**src/rtl/miner_pkg.sv**
```systemverilog
// Shared types, widths and the acceptance test for the nonce search engine.
package miner_pkg;

  localparam int unsigned HASH_W = 24;
  localparam int unsigned HDR_W  = 96;

  localparam logic [2:0] ST_IDLE   = 3'd0;
  localparam logic [2:0] ST_LOAD   = 3'd1;
  localparam logic [2:0] ST_HASH   = 3'd2;
  localparam logic [2:0] ST_CHECK  = 3'd3;
  localparam logic [2:0] ST_REPORT = 3'd4;
  localparam logic [2:0] ST_DONE   = 3'd5;

  typedef enum logic [2:0] {
    IDLE   = ST_IDLE,
    LOAD   = ST_LOAD,
    HASH   = ST_HASH,
    CHECK  = ST_CHECK,
    REPORT = ST_REPORT,
    DONE   = ST_DONE
  } state_t;

  // Only the upper two hash bytes take part in the threshold test.
  function automatic logic hash_ok(input logic [HASH_W-1:8] hash, input logic [7:0] target);
    return (hash[23:16] < target) && (hash[15:8] < target);
  endfunction

endpackage

```
**src/rtl/nonce_search_engine_if.sv**
```systemverilog
// Request/result bundle between the stimulus driver (master) and the search engine (slave).
interface nonce_search_engine_if
  import miner_pkg::*;
#(
  parameter int unsigned NONCE_W = 32
);

  logic                start;
  logic [1:0]          num_entradas;
  logic [7:0]          target;
  logic [HDR_W-1:0]    bloque_in;
  logic [HASH_W-1:0]   bounty_out;
  logic [NONCE_W-1:0]  nonce_valido_out;
  logic                nonce_valid;
  logic                fin;
  logic                busy;

  modport master (
    output start, num_entradas, target, bloque_in,
    input  bounty_out, nonce_valido_out, nonce_valid, fin, busy
  );

  modport slave (
    input  start, num_entradas, target, bloque_in,
    output bounty_out, nonce_valido_out, nonce_valid, fin, busy
  );

endinterface

```
**src/rtl/micro_hash.sv**
```systemverilog
// Multi-cycle 128->24 bit hash core: folds din on start, then one mixing round per cycle.
module micro_hash #(
  parameter int unsigned HASH_LAT = 8
) (
  input  logic         clk,
  input  logic         reset,
  input  logic         start,
  input  logic [127:0] din,
  output logic         done,
  output logic [23:0]  hash
);

  localparam int unsigned CNT_W = (HASH_LAT > 1) ? $clog2(HASH_LAT) : 1;

  logic [CNT_W-1:0] r_cnt;
  logic             r_run;
  logic [23:0]      r_hash;

  function automatic logic [23:0] hash_fold(input logic [127:0] d);
    logic [143:0] w_pad;
    logic [23:0]  h;
    w_pad = {16'h0000, d};
    h     = 24'hA5C35A;
    for (int unsigned i = 0; i < 6; i++) begin
      h = h ^ w_pad[i*24 +: 24];
      h = {h[18:0], h[23:19]} + 24'h3779B9;
    end
    return h;
  endfunction

  function automatic logic [23:0] hash_round(input logic [23:0] h);
    return (h ^ {h[10:0], h[23:11]}) + 24'h9E3779;
  endfunction

  // HASH_LAT-1 rounds run after the fold; done is asserted in the HASH_LAT-th cycle.
  always_ff @(posedge clk or posedge reset) begin
    if (reset) begin
      r_cnt  <= '0;
      r_run  <= 1'b0;
      r_hash <= '0;
    end else if (start) begin
      r_hash <= hash_fold(din);
      r_cnt  <= CNT_W'(HASH_LAT - 1);
      r_run  <= 1'b1;
    end else if (r_run) begin
      if (r_cnt == '0) begin
        r_run <= 1'b0;
      end else begin
        r_hash <= hash_round(r_hash);
        r_cnt  <= r_cnt - CNT_W'(1);
      end
    end
  end

  assign done = r_run && (r_cnt == '0);
  assign hash = r_hash;

endmodule

```
**src/rtl/nonce_search_engine.sv**
```systemverilog
// Sweeps nonces through micro_hash until num_entradas+1 hashes pass the target, then raises fin.
// NONCE_LIMIT_EN: stop at MAX_NONCE instead of the all-ones nonce and expose agotado.
module nonce_search_engine
  import miner_pkg::*;
#(
  parameter int unsigned HASH_LAT = 8,
  parameter int unsigned NONCE_W  = 32
`ifdef NONCE_LIMIT_EN
  , parameter logic [NONCE_W-1:0] MAX_NONCE = 'hFFFF
`endif
) (
  input  logic                   clk,
  input  logic                   reset,
  nonce_search_engine_if.slave   bus
`ifdef NONCE_LIMIT_EN
  , output logic                 agotado
`endif
);

`ifdef NONCE_LIMIT_EN
  localparam logic [NONCE_W-1:0] LAST_NONCE = MAX_NONCE;
`else
  localparam logic [NONCE_W-1:0] LAST_NONCE = '1;
`endif

  state_t              r_state;
  logic [HDR_W-1:0]    r_bloque;
  logic [7:0]          r_target;
  logic [1:0]          r_num;
  logic [NONCE_W-1:0]  r_nonce;
  logic [2:0]          r_found;
  logic                r_core_start;
  logic [HASH_W-1:0]   r_bounty;
  logic [NONCE_W-1:0]  r_nonce_out;
  logic                r_valid;
  logic                r_fin;
  logic                r_agotado;

  logic                w_core_done;
  logic [HASH_W-1:0]   w_core_hash;
  logic                w_last;
  logic                w_enough;

  micro_hash #(
    .HASH_LAT (HASH_LAT)
  ) u_hash (
    .clk   (clk),
    .reset (reset),
    .start (r_core_start),
    .din   ({r_bloque, 32'(r_nonce)}),
    .done  (w_core_done),
    .hash  (w_core_hash)
  );

  assign w_last   = (r_nonce == LAST_NONCE);
  assign w_enough = (r_found == ({1'b0, r_num} + 3'd1));

  always_ff @(posedge clk or posedge reset) begin
    if (reset) begin
      r_state      <= IDLE;
      r_bloque     <= '0;
      r_target     <= '0;
      r_num        <= '0;
      r_nonce      <= '0;
      r_found      <= '0;
      r_core_start <= 1'b0;
      r_bounty     <= '0;
      r_nonce_out  <= '0;
      r_valid      <= 1'b0;
      r_fin        <= 1'b0;
      r_agotado    <= 1'b0;
    end else begin
      r_core_start <= 1'b0;
      r_valid      <= 1'b0;
      case (r_state)
        IDLE, DONE: begin
          // Request fields are captured with the accepted start; later changes are ignored.
          if (bus.start) begin
            r_state   <= LOAD;
            r_bloque  <= bus.bloque_in;
            r_target  <= bus.target;
            r_num     <= bus.num_entradas;
            r_nonce   <= '0;
            r_found   <= '0;
            r_fin     <= 1'b0;
            r_agotado <= 1'b0;
          end
        end
        LOAD: begin
          r_state      <= HASH;
          r_core_start <= 1'b1;
        end
        HASH: begin
          if (w_core_done) r_state <= CHECK;
        end
        CHECK: begin
          if (hash_ok(w_core_hash[HASH_W-1:8], r_target)) begin
            r_state     <= REPORT;
            r_valid     <= 1'b1;
            r_bounty    <= w_core_hash;
            r_nonce_out <= r_nonce;
            r_found     <= r_found + 3'd1;
          end else if (w_last) begin
            r_state   <= DONE;
            r_fin     <= 1'b1;
            r_agotado <= 1'b1;
          end else begin
            r_state      <= HASH;
            r_nonce      <= r_nonce + NONCE_W'(1);
            r_core_start <= 1'b1;
          end
        end
        REPORT: begin
          if (w_enough) begin
            r_state <= DONE;
            r_fin   <= 1'b1;
          end else if (w_last) begin
            r_state   <= DONE;
            r_fin     <= 1'b1;
            r_agotado <= 1'b1;
          end else begin
            r_state      <= HASH;
            r_nonce      <= r_nonce + NONCE_W'(1);
            r_core_start <= 1'b1;
          end
        end
        default: r_state <= IDLE;
      endcase
    end
  end

  assign bus.bounty_out       = r_bounty;
  assign bus.nonce_valido_out = r_nonce_out;
  assign bus.nonce_valid      = r_valid;
  assign bus.fin              = r_fin;
  assign bus.busy             = (r_state != IDLE) && (r_state != DONE);

`ifdef NONCE_LIMIT_EN
  assign agotado = r_agotado;
`else
  logic w_unused_agotado;
  assign w_unused_agotado = r_agotado;
`endif

endmodule

```
**src/flat_wrapper.sv**
```systemverilog
// flat-port wrapper written by rule: the top's interface ports become plain ports
module nonce_search_engine_flat import miner_pkg::*;
#(
  parameter int unsigned HASH_LAT = 8,
  parameter int unsigned NONCE_W  = 32

)
  (clk, reset, bus_start, bus_num_entradas, bus_target, bus_bloque_in, bus_bounty_out, bus_nonce_valido_out, bus_nonce_valid, bus_fin, bus_busy);
  nonce_search_engine_if #(.NONCE_W(NONCE_W)) bus_i ();
  input  logic clk;
  input  logic reset;
  input wire logic [$bits(bus_i.start)-1:0] bus_start;
  input wire logic [$bits(bus_i.num_entradas)-1:0] bus_num_entradas;
  input wire logic [$bits(bus_i.target)-1:0] bus_target;
  input wire logic [$bits(bus_i.bloque_in)-1:0] bus_bloque_in;
  output wire logic [$bits(bus_i.bounty_out)-1:0] bus_bounty_out;
  output wire logic [$bits(bus_i.nonce_valido_out)-1:0] bus_nonce_valido_out;
  output wire logic [$bits(bus_i.nonce_valid)-1:0] bus_nonce_valid;
  output wire logic [$bits(bus_i.fin)-1:0] bus_fin;
  output wire logic [$bits(bus_i.busy)-1:0] bus_busy;
  assign bus_i.start = bus_start;
  assign bus_i.num_entradas = bus_num_entradas;
  assign bus_i.target = bus_target;
  assign bus_i.bloque_in = bus_bloque_in;
  assign bus_bounty_out = bus_i.bounty_out;
  assign bus_nonce_valido_out = bus_i.nonce_valido_out;
  assign bus_nonce_valid = bus_i.nonce_valid;
  assign bus_fin = bus_i.fin;
  assign bus_busy = bus_i.busy;
  nonce_search_engine #(.HASH_LAT(HASH_LAT), .NONCE_W(NONCE_W)) u_core (.clk(clk), .reset(reset), .bus(bus_i));
endmodule
```
**config.mk**
```make
export PLATFORM = sky130hd
export DESIGN_NAME = nonce_search_engine_flat
export DESIGN_NICKNAME = d
export VERILOG_FILES = /design/src/rtl/miner_pkg.sv /design/src/rtl/nonce_search_engine_if.sv /design/src/rtl/micro_hash.sv /design/src/rtl/nonce_search_engine.sv /design/src/flat_wrapper.sv
export SDC_FILE = /design/constraint.sdc
export NUM_CORES = 1
export LEC_CHECK = 0
export CORE_UTILIZATION = 50
export DETAILED_ROUTE_END_ITERATION = 8
export PLACE_DENSITY_LB_ADDON = 0.3
export SLEW_MARGIN = 20
export SYNTH_ARGS = -nofsm -noshare
export SYNTH_HDL_FRONTEND = slang
export SYNTH_HIERARCHICAL = 1
export SYNTH_SLANG_ARGS = --single-unit
export TNS_END_PERCENT = 20
```
**constraint.sdc**
```tcl
create_clock -name clk -period 10.4 [get_ports clk]
set_input_delay 2.08 -clock clk [delete_from_list [all_inputs] [get_ports clk]]
set_output_delay 2.08 -clock clk [all_outputs]
set_load 0.01 [all_outputs]
```
==> reports/results.ini, run 1 <==
[status]
outcome = finished, violations left
violations = DRC

[die]
die-area_sq_um = 37280
coreArea_sq_um = 35740
die_w_microns = 193.1
start_util_pct = 51.07
io_pins = 168
rows = 69
die_h_microns = 193.1

[yosys]
synth_commonest_cells = 593 x nand2_1, 231 x dfrtp_1, 188 x xnor2_1
synth_seq_cells = 231
synth_edf_count = 0
netlist.area_leader.share_pct = 31.67
syn_area_per_cell_sq_um = 8.200
yosys.area.top_type = dfrtp_1
synth_area_sq_um = 18250
synth.net_count = 2361
ys.flop_type = dfrtp_1
ys_seq_area_share_pct = 31.67
synth.distinct_cells = 127
synth_cells = 2226
yosys_warnings = 6
synth.top_cells.by_area = dfrtp_1 32%, nand2_1 12%, xnor2_1 9.0%, xor2_1 4.1%, nor2_1 2.4%
yosysMostFrequentCell = nand2_1
synthArstFlopShare_pct = 100.0

[global_routing]
grt_pass1_vias = 16232
grt_start_max_net_pins = 89
track_usage_pct = 30.54
gr-total-overflow = 0
grt_antenna_before_repair = 0
grt_pass1_wl_microns = 89100

[sta]
fmax_mhz = 102.3
setup_viol = 0
worst_pin_slew_ns = 1.132
min_period_ns = 9.775
slew_headroom_pct = 24.05
slew_violations = 0
finalHoldViolCount = 0
skew_ns = 0.01420
layout_setup_ws_ns = 0.6253
finalCritPeriodShare_pct = 93.99

[drt]
drt_pass1_iterations = 9
wl_per_cell_microns = 20.01
vias_per_cell = 6.053
drt-total-wl_microns = 56990
drtIter0Drc = 1443
vias = 17240
drc_errors = 8
ant_nets = 0

[critical_path]
crit_arrival_ns = 10.23
crit_path_end_kind = register
critPathLaunchType = register
slowest_stage = nor3_1
path_buf_inv = 2
regToRegStartpoint = u_core/r_nonce[13]
cpMostUsedCell = ha_1
crit_start = u_core/r_nonce[13]
path_class = reg -> reg
slowest_delay_ns = 0.50
worst-r2r-setup-slack_ns = 0.63
crit_fanout = 10
cp_top_family = compound AO/OA/AOI/OAI gates
reg2regPathDepth = 40
cp-endpoint = u_core/u_hash/hash[22]
cp.depth = 40
required_ns = 10.85
r2r-end = u_core/u_hash/hash[22]

[clocking]
numCtsBuffers = 27
clk_path_buf_depth = 3
clkSlewWorstSetupHoldPaths_ns = 0.06
cts.htree.levels = 1
cts_tree = done
clock_sinks = 231
cts-root-buf = clkbuf_16
clkLatencyLatePin_ns = 0.56
holdBufCountCts = 0

[worst_hold_path]
min_from = u_core/bus.nonce_valido_out[16]
hold_class = reg -> reg

[final_layout]
num-nets-final = 2508
drive_gt1_share_pct = 8.044
area_growth_pct = 16.55
seq_area_sq_um = 5782
diodes = 0
multi_input_area_sq_um = 11960
nFillCells = 3331

[placed_design]
portBuffers = 167
routabilityCongestion = 0.9673
dp_slack_ns = 0.4152
hpwl_microns = 43270

[run]
max_cap_violations = 0

[area by class of cell]
| cell class | count | area share (%) |
|---|---|---|
| Multi-Input combinational cell | 1866 | 56.23 |
| Sequential cell | 231 | 27.18 |
| Timing Repair Buffer | 206 | 9.292 |
| Clock buffer | 36 | 3.617 |
| Tap cell | 461 | 2.711 |
| Inverter | 41 | 0.7586 |
| Clock inverter | 7 | 0.2176 |
[registers in the layout (all words and copies together), names as in the netlist, 2 cells and up]
signal                       count
u_core/bus.bounty_out           24
u_core/bus.nonce_valido_out     32
u_core/r_bloque                 96
u_core/r_found                   3
u_core/r_nonce                  32
u_core/r_num                     2
u_core/r_state                   3
u_core/r_target                  8
u_core/u_hash/hash              24
u_core/u_hash/r_cnt              3
[routing by layer]
metal  track usage (%)  part of all wire [%]  vias to the layer above
met2             50.95                    48                      638
met4             9.585                   3.2                        0
met3             3.312                   5.7                      107
li1                  -                     -                     8191
met5                 0                     0                        -
met1             41.45                    43                     8304
[metrics by stage]
stage	utilization [%]	hold slack, ns	setup TNS (ns)	instances	area [sq um]
CTS	59.25	0.4783	0	2839	21180
global route	59.53	0.5025	-0.01337	2848	21280
finish	59.53	0.4746	0	2848	21280
global placement	56.97	0.4585	0	2796	20360
detailed placement	56.97	0.4625	0	2796	20360
floorplan	-	0.4438	0	2226	18250
[worst min-delay path by stage]
stage	end	slack (ns)	depth (start not counted)
2_1_floorplan	u_core/r_bloque[79]	0.44	2
3_3_place_gp	u_core/bus.nonce_valido_out[24]	0.46	2
3_5_place_dp	u_core/bus.nonce_valido_out[18]	0.46	2
4_1_cts	u_core/bus.nonce_valido_out[19]	0.48	2
5_1_grt	u_core/bus.bounty_out[18]	0.50	2
6_report	u_core/bus.nonce_valido_out[16]	0.47	2
[worst register-to-register path, delay by kind of cell (launching register included)]
family,cells,cell delay (ns)
XOR/XNOR,2,0.38
adder cells (fa/ha/maj),5,1.25
AND/OR/NAND/NOR,10,2.10
AO/OA/AOI/OAI,19,4.85
buffers and inverters,2,0.13
flip-flops,1,0.49
multiplexers,2,0.49
[cells in the final DEF (no fill, tap or decap), drive strengths merged, types with 22 or more instances in the layout]
cell and count:
a211oi 34, a21oi 82, buf 39, clkbuf 36, clkdlybuf4s50 167, dfrtp 231, ha 26, inv 41
mux2i 24, nand2 594, nand2b 23, nand3 65, nand4 29, nor2 117, nor3 59, nor4 27
o211ai 22, o21ai 73, o31ai 39, or3 32, or4 36, xnor2 192, xor2 91
[repair_timing]
item / 4_1_cts / 5_1_grt
resized for setup: 0 / 3
hold endpoints to repair: 0 / 0
setup endpoints to repair: 0 / 16
buffers inserted: 0 / 9
[cells by family (layout without fill, tap and decap cells)]
logic type,Yosys count,in the layout,share of synthesized area [%]
AO/OA/AOI/OAI,432,432,18.34
adder cells (fa/ha/maj),26,26,1.782
buffers and inverters,129,290,2.947
flip-flops,231,231,31.67
AND/OR/NAND/NOR,1088,1088,28.50
multiplexers,27,27,1.501
XOR/XNOR,293,293,15.26
Power of run 1 is not shown: default switching activity piles up to over one toggle a cycle in this logic, so the estimate is an artifact.
==> inputs of run 2 (changes only) <==
CTS_CLUSTER_DIAMETER = 120   (was default)
==> results of run 2 <==
No change in the layout: final DEF, timing and power equal those of run 1.
Power of run 2 is left out for the same reason.
==> RTL edit 1, RTL diff (config.mk and constraints of run 2) <==
`HASH_LAT` is set to 8 in 3 places; all go to 16.
--- a/src/rtl/micro_hash.sv
+++ b/src/rtl/micro_hash.sv
@@ -1,6 +1,6 @@
 // Multi-cycle 128->24 bit hash core: folds din on start, then one mixing round per cycle.
 module micro_hash #(
-  parameter int unsigned HASH_LAT = 8
+  parameter int unsigned HASH_LAT = 16
 ) (
   input  logic         clk,
   input  logic         reset,
--- a/src/rtl/nonce_search_engine.sv
+++ b/src/rtl/nonce_search_engine.sv
@@ -3,7 +3,7 @@
 module nonce_search_engine
   import miner_pkg::*;
 #(
-  parameter int unsigned HASH_LAT = 8,
+  parameter int unsigned HASH_LAT = 16,
   parameter int unsigned NONCE_W  = 32
 `ifdef NONCE_LIMIT_EN
   , parameter logic [NONCE_W-1:0] MAX_NONCE = 'hFFFF
--- a/src/flat_wrapper.sv
+++ b/src/flat_wrapper.sv
@@ -1,7 +1,7 @@
 // flat-port wrapper written by rule: the top's interface ports become plain ports
 module nonce_search_engine_flat import miner_pkg::*;
 #(
-  parameter int unsigned HASH_LAT = 8,
+  parameter int unsigned HASH_LAT = 16,
   parameter int unsigned NONCE_W  = 32
 
 )
Behaviour: same outputs for any inputs over 10 cycles, from zero or initial values and one cycle with reset high; that may be too few to reach the edited logic, so the function may still have changed.
==> RTL edit 1 against run 2 <==
Sequential cell count increased by 1. Final cell count decreased by 7.0%. Area after synthesis decreased by 8.7%. Wire length decreased by 13%. Via count decreased by 11%. Non-clock buffer count decreased by 24. Hold slack got worse by 0.0038 ns. Cell area decreased by 8.1%. Clock skew decreased by 0.0057 ns. Setup slack improved by 0.13 ns.
Power is not shown: default switching activity piles up to over one toggle a cycle in this logic, so the estimate is an artifact.
==> RTL edit 1: results (changes against run 2) <==
- CP arrival: 10.11 ns (-0.12 ns)
- WL met3: 3060 um (-6.5%)
- Crit path to: u_core/u_hash/hash[18]
- Largest stage delay, worst path: 0.87 ns (+0.37 ns)
- Total track usage: 29.2% (-1.3 points)
- Fill cells: 2,975 (-11%)
- Initial DRC count: 1,326 (-8.1%)
- Syn_nets: 2,191 (-7.2%)
- Number of global-route vias before repair: 14,812 (-8.7%)
- Min-delay src: u_core/bus.bounty_out[12]
- M2 GR Usage: 47.4% (-3.5 points)
- Share of layout cells above drive strength 1: 6.07% (-2.0 points)
- Status: complete, no violations
- Sequential share of the synthesized area: 34.8% (+3.2 points)
- HPWL after detailed placement: 37,400 um (-13%)
- Drt total wl: 49,700 um (-13%)
- RR Startpoint: u_core/r_nonce[2]
- Hold endpoint: u_core/bus.bounty_out[12]
- GR Util met1: 40.1% (-1.4 points)
- NumNets Final: 2,322 (-7.4%)
- Final Cycle Share: 92.8% (-1.2 points)
- Met1 WL: 22,000 um (-11%)
- Placed cell count: 2,601 (-7.0%)
- Met2 WL: 23,000 um (-15%)
- Headroom to the max-slew limit: 34.2% (+10 points)
- Gp weighted congestion: 0.928 (-4.0%)
- Internal reg-to-reg setup slack: 0.75 ns (+0.13 ns)
- Cell variety after synth: 108 (-15%)
- Pre-CTS setup slack: 0.737 ns (+0.322 ns)
- Worst clock skew: 0.00846 ns (-0.00575 ns)
- CP max FO: 13 (+3)
- Avg Vias per Cell: 5.82 (-3.8%)
- Synth Area per Inst: 8.11 um2 (-1.2%)
- Synth top area cells: dfrtp_1, nand2_1, xnor2_1, xor2_1, a21oi_1
- Largest net degree at the start of global routing: 92 (+3.4%)
[RTL edit 1: kinds of logic (layout without fill, tap and decap cells)]
logic type,Yosys count,after routing,share of synthesized area (%)
simple gates,1017,1017,28.6
flops,232,232,34.8
buf+inv,118,269,2.93
compound gates,368,368,15.4
xor+xnor,278,278,15.2
fa+ha+maj,25,25,1.88
mux,19,19,1.18
[RTL edit 1: worst min-delay path: stages (launching register included)]
cell and delay (ns):
dfrtp_1 0.34, nand2_1 0.05, nand2_1 0.05
[RTL edit 1: through the flow]
| stage | area [um2] | hold slack [ns] |
|---|---|---|
| floorplan | 16700 | 0.447 |
| finish | 19600 | 0.471 |
| global route | 19600 | 0.493 |
| detailed placement | 18700 | 0.462 |
| global placement | 18700 | 0.457 |
| CTS | 19600 | 0.476 |
[RTL edit 1: layout make-up]
type                    count  share of cell area, %
repair buffers            182                   9.12
inverters                  38                  0.768
flip-flops and latches    232                   29.7
multi-input cells        1707                   53.2
clock inverters            11                  0.377
clock buffers              38                   4.02
well taps                 442                   2.83
==> RTL edit 2, RTL diff (settings of run 2) <==
Without the edit above. Make the reset (`reset`) synchronous in 2 clocked blocks.
--- a/src/rtl/micro_hash.sv
+++ b/src/rtl/micro_hash.sv
@@ -33,7 +33,7 @@
   endfunction
 
   // HASH_LAT-1 rounds run after the fold; done is asserted in the HASH_LAT-th cycle.
-  always_ff @(posedge clk or posedge reset) begin
+  always_ff @(posedge clk) begin
     if (reset) begin
       r_cnt  <= '0;
       r_run  <= 1'b0;
--- a/src/rtl/nonce_search_engine.sv
+++ b/src/rtl/nonce_search_engine.sv
@@ -55,7 +55,7 @@
   assign w_last   = (r_nonce == LAST_NONCE);
   assign w_enough = (r_found == ({1'b0, r_num} + 3'd1));
 
-  always_ff @(posedge clk or posedge reset) begin
+  always_ff @(posedge clk) begin
     if (reset) begin
       r_state      <= IDLE;
       r_bloque     <= '0;
Function: differs if reset is asserted again (counterexample within 4 cycles, from zero or initial values and one cycle with reset high); with reset held inactive, the same outputs for 10 cycles.
==> RTL edit 2 against run 2 <==
Core utilization increased by 0.15 points. Area after synthesis shrank 8.4%. Final cell count decreased by 3.2%. Wire length down 2.3%. Setup slack improved by 0.20 ns. Cell area decreased by 8.3%. Non-clock buffer count fell by 18. Critical endpoint is now u_core/u_hash/hash[22]. Largest cell class unchanged. Count of clock-buffer cells in the layout decreased by 3. Sequential cell count is the same. Critical path depth down 6.
==> RTL edit 2: results (changes against run 2) <==
- Status: complete, no violations
- Synth Warn #: 6 (unchanged)
- Clock transition at the registers of the reported paths: 0.06 ns (about the same)
- Post-synthesis mux area share: 1.43% (-0.072 points)
- Clk root buf: clkbuf_16
- Gp weighted congestion: 0.979 (+1.2%)
- Number of global-route vias before repair: 15,347 (-5.5%)
- Headroom to the max-slew limit: 23.8% (-0.25 points)
- #FFs+latches synth: 231 (unchanged)
- Pre-CTS setup slack: 0.853 ns (+0.438 ns)
- Initial DRC count: 1,372 (-4.9%)
- CP arrival: 10.01 ns (-0.22 ns)
- Nonclk buf count: 188 (-8.7%)
- Reg area: 4620 um2 (-20%)
- VDD IR max: 0.243 mV
- Antenna cells: 0 (unchanged)
- Buffering overhead: 9.38% (+0.087 points)
- H-tree depth: 1 (unchanged)
- Sequential share of the synthesized area: 27.7% (-4.0 points)
- Endpoints failing setup: 0 (unchanged)
- Reg with most FFs: u_core/r_bloque
- XOR/XNOR Fraction of Synth Area: 15.0% (-0.26 points)
- Multi-input logic cell count: 1,817 (-2.6%)
- Initial antenna violation count: 1 (+1)
- CP max FO: 11 (+1)
- Top cells by count, synth: nand2_1, a21oi_1, dfxtp_1, xnor2_1, nor2_1
- Largest stage delay, worst path: 0.60 ns (+0.10 ns)
- HPWL after detailed placement: 42,800 um (-1.1%)
- Clock-cell share of area: 4.49% (+0.65 points)
- DRT Pass-1 Iters: 5 (-4)
- Syn_nets: 2,320 (-1.7%)
- Fill cells: 3,080 (-7.5%)
- Number of buffers added on ports: 167 (unchanged)
- Share of layout cells above drive strength 1: 7.04% (-1.0 points)
- Skew-Pair Late Insertion Delay: 0.56 ns (about the same)
- Async S/R FF share, synth: 0% (-100 points)
- Clkbuf count: 33 (-8.3%)
- Synth top area cells: dfxtp_1, nand2_1, xnor2_1, a21oi_1, xor2_1
- Delay-heaviest family, CP: compound AO/OA/AOI/OAI gates
- Fraction of the mapped netlist area in adder cells: 1.95% (+0.16 points)
- Inserted Clock Buffers: 26 (-3.7%)
- First-pass GRT wire length: 86,800 um (-2.6%)
- Total track usage: 32.4% (+1.9 points)
- Setup_tns: 0 ns (unchanged)
- NumNets Final: 2,433 (-3.0%)
- Cell variety after synth: 114 (-10%)
- Inverters: 34 (-17%)
- Hold Crit Class: reg2reg
- Largest net degree at the start of global routing: 96 (+7.9%)
- Compound-Gate Fraction of Synth Area: 23.6% (+5.2 points)
- Max reg flops: 96 (unchanged)
- Worst clock skew: 0.0186 ns (+0.00435 ns)
- Multi-input logic area: 11,500 um2 (-3.8%)
- Avg Vias per Cell: 6.12 (+1.1%)
- Slowest CP cell: dfxtp_1
- Bufs on Longest Clock Path: 3 (unchanged)
- P_leak: 6.92 nW
- Drt total wl: 55,700 um (-2.3%)
-- RTL edit 2: per-layer routing --
metal  vias up  share of wire (%)  global-route usage (%)
li1       8044                  -                       -
met1      8111                 47                    46.6
met2       638                 44                    51.3
met3        76                7.0                    3.68
met4         2                2.4                    7.80
met5         -              0.022                       0
-- RTL edit 2: timing repair --
item,in CTS,in global routing
endpoints found under the setup margin,0,2
buffers inserted,0,0
resized for setup,0,1
-- RTL edit 2: where the power goes --
part / switching [W] / leakage (nW) / internal, W / total, W
clock network: 0.000386 / 0.438 / 0.000561 / 0.000947
registers: 0.000165 / 1.88 / 0.000997 / 0.00116
logic: 0.00308 / 4.60 / 0.00172 / 0.00480
-- RTL edit 2: stage by stage --
| stage | cell area [um2] | std cells | power (W) |
|---|---|---|---|
| 5_1_grt | 19500 | 2758 | 0.00737 |
| 6_report | 19500 | 2758 | 0.00691 |
| 3_3_place_gp | 18600 | 2712 | 0.00583 |
| 2_1_floorplan | 16700 | 2185 | 0.00460 |
| 4_1_cts | 19500 | 2758 | 0.00684 |
| 3_5_place_dp | 18600 | 2712 | 0.00587 |
-- RTL edit 2: cells by family after synthesis --
logic type	count (synthesis)
simple gates	918
flops	231
fa+ha+maj	26
compound gates	585
buf+inv	137
mux	23
xor+xnor	265
-- RTL edit 2: worst paths after layout --
kind	start	to	slack, ns	cells past startpoint
max	u_core/r_nonce[19]	u_core/u_hash/hash[22]	0.83	34
min	u_core/bus.nonce_valido_out[18]	u_core/bus.nonce_valido_out[18]	0.45	2
max reg2reg	u_core/r_nonce[19]	u_core/u_hash/hash[22]	0.83	34
min reg2reg	u_core/bus.nonce_valido_out[18]	u_core/bus.nonce_valido_out[18]	0.45	2
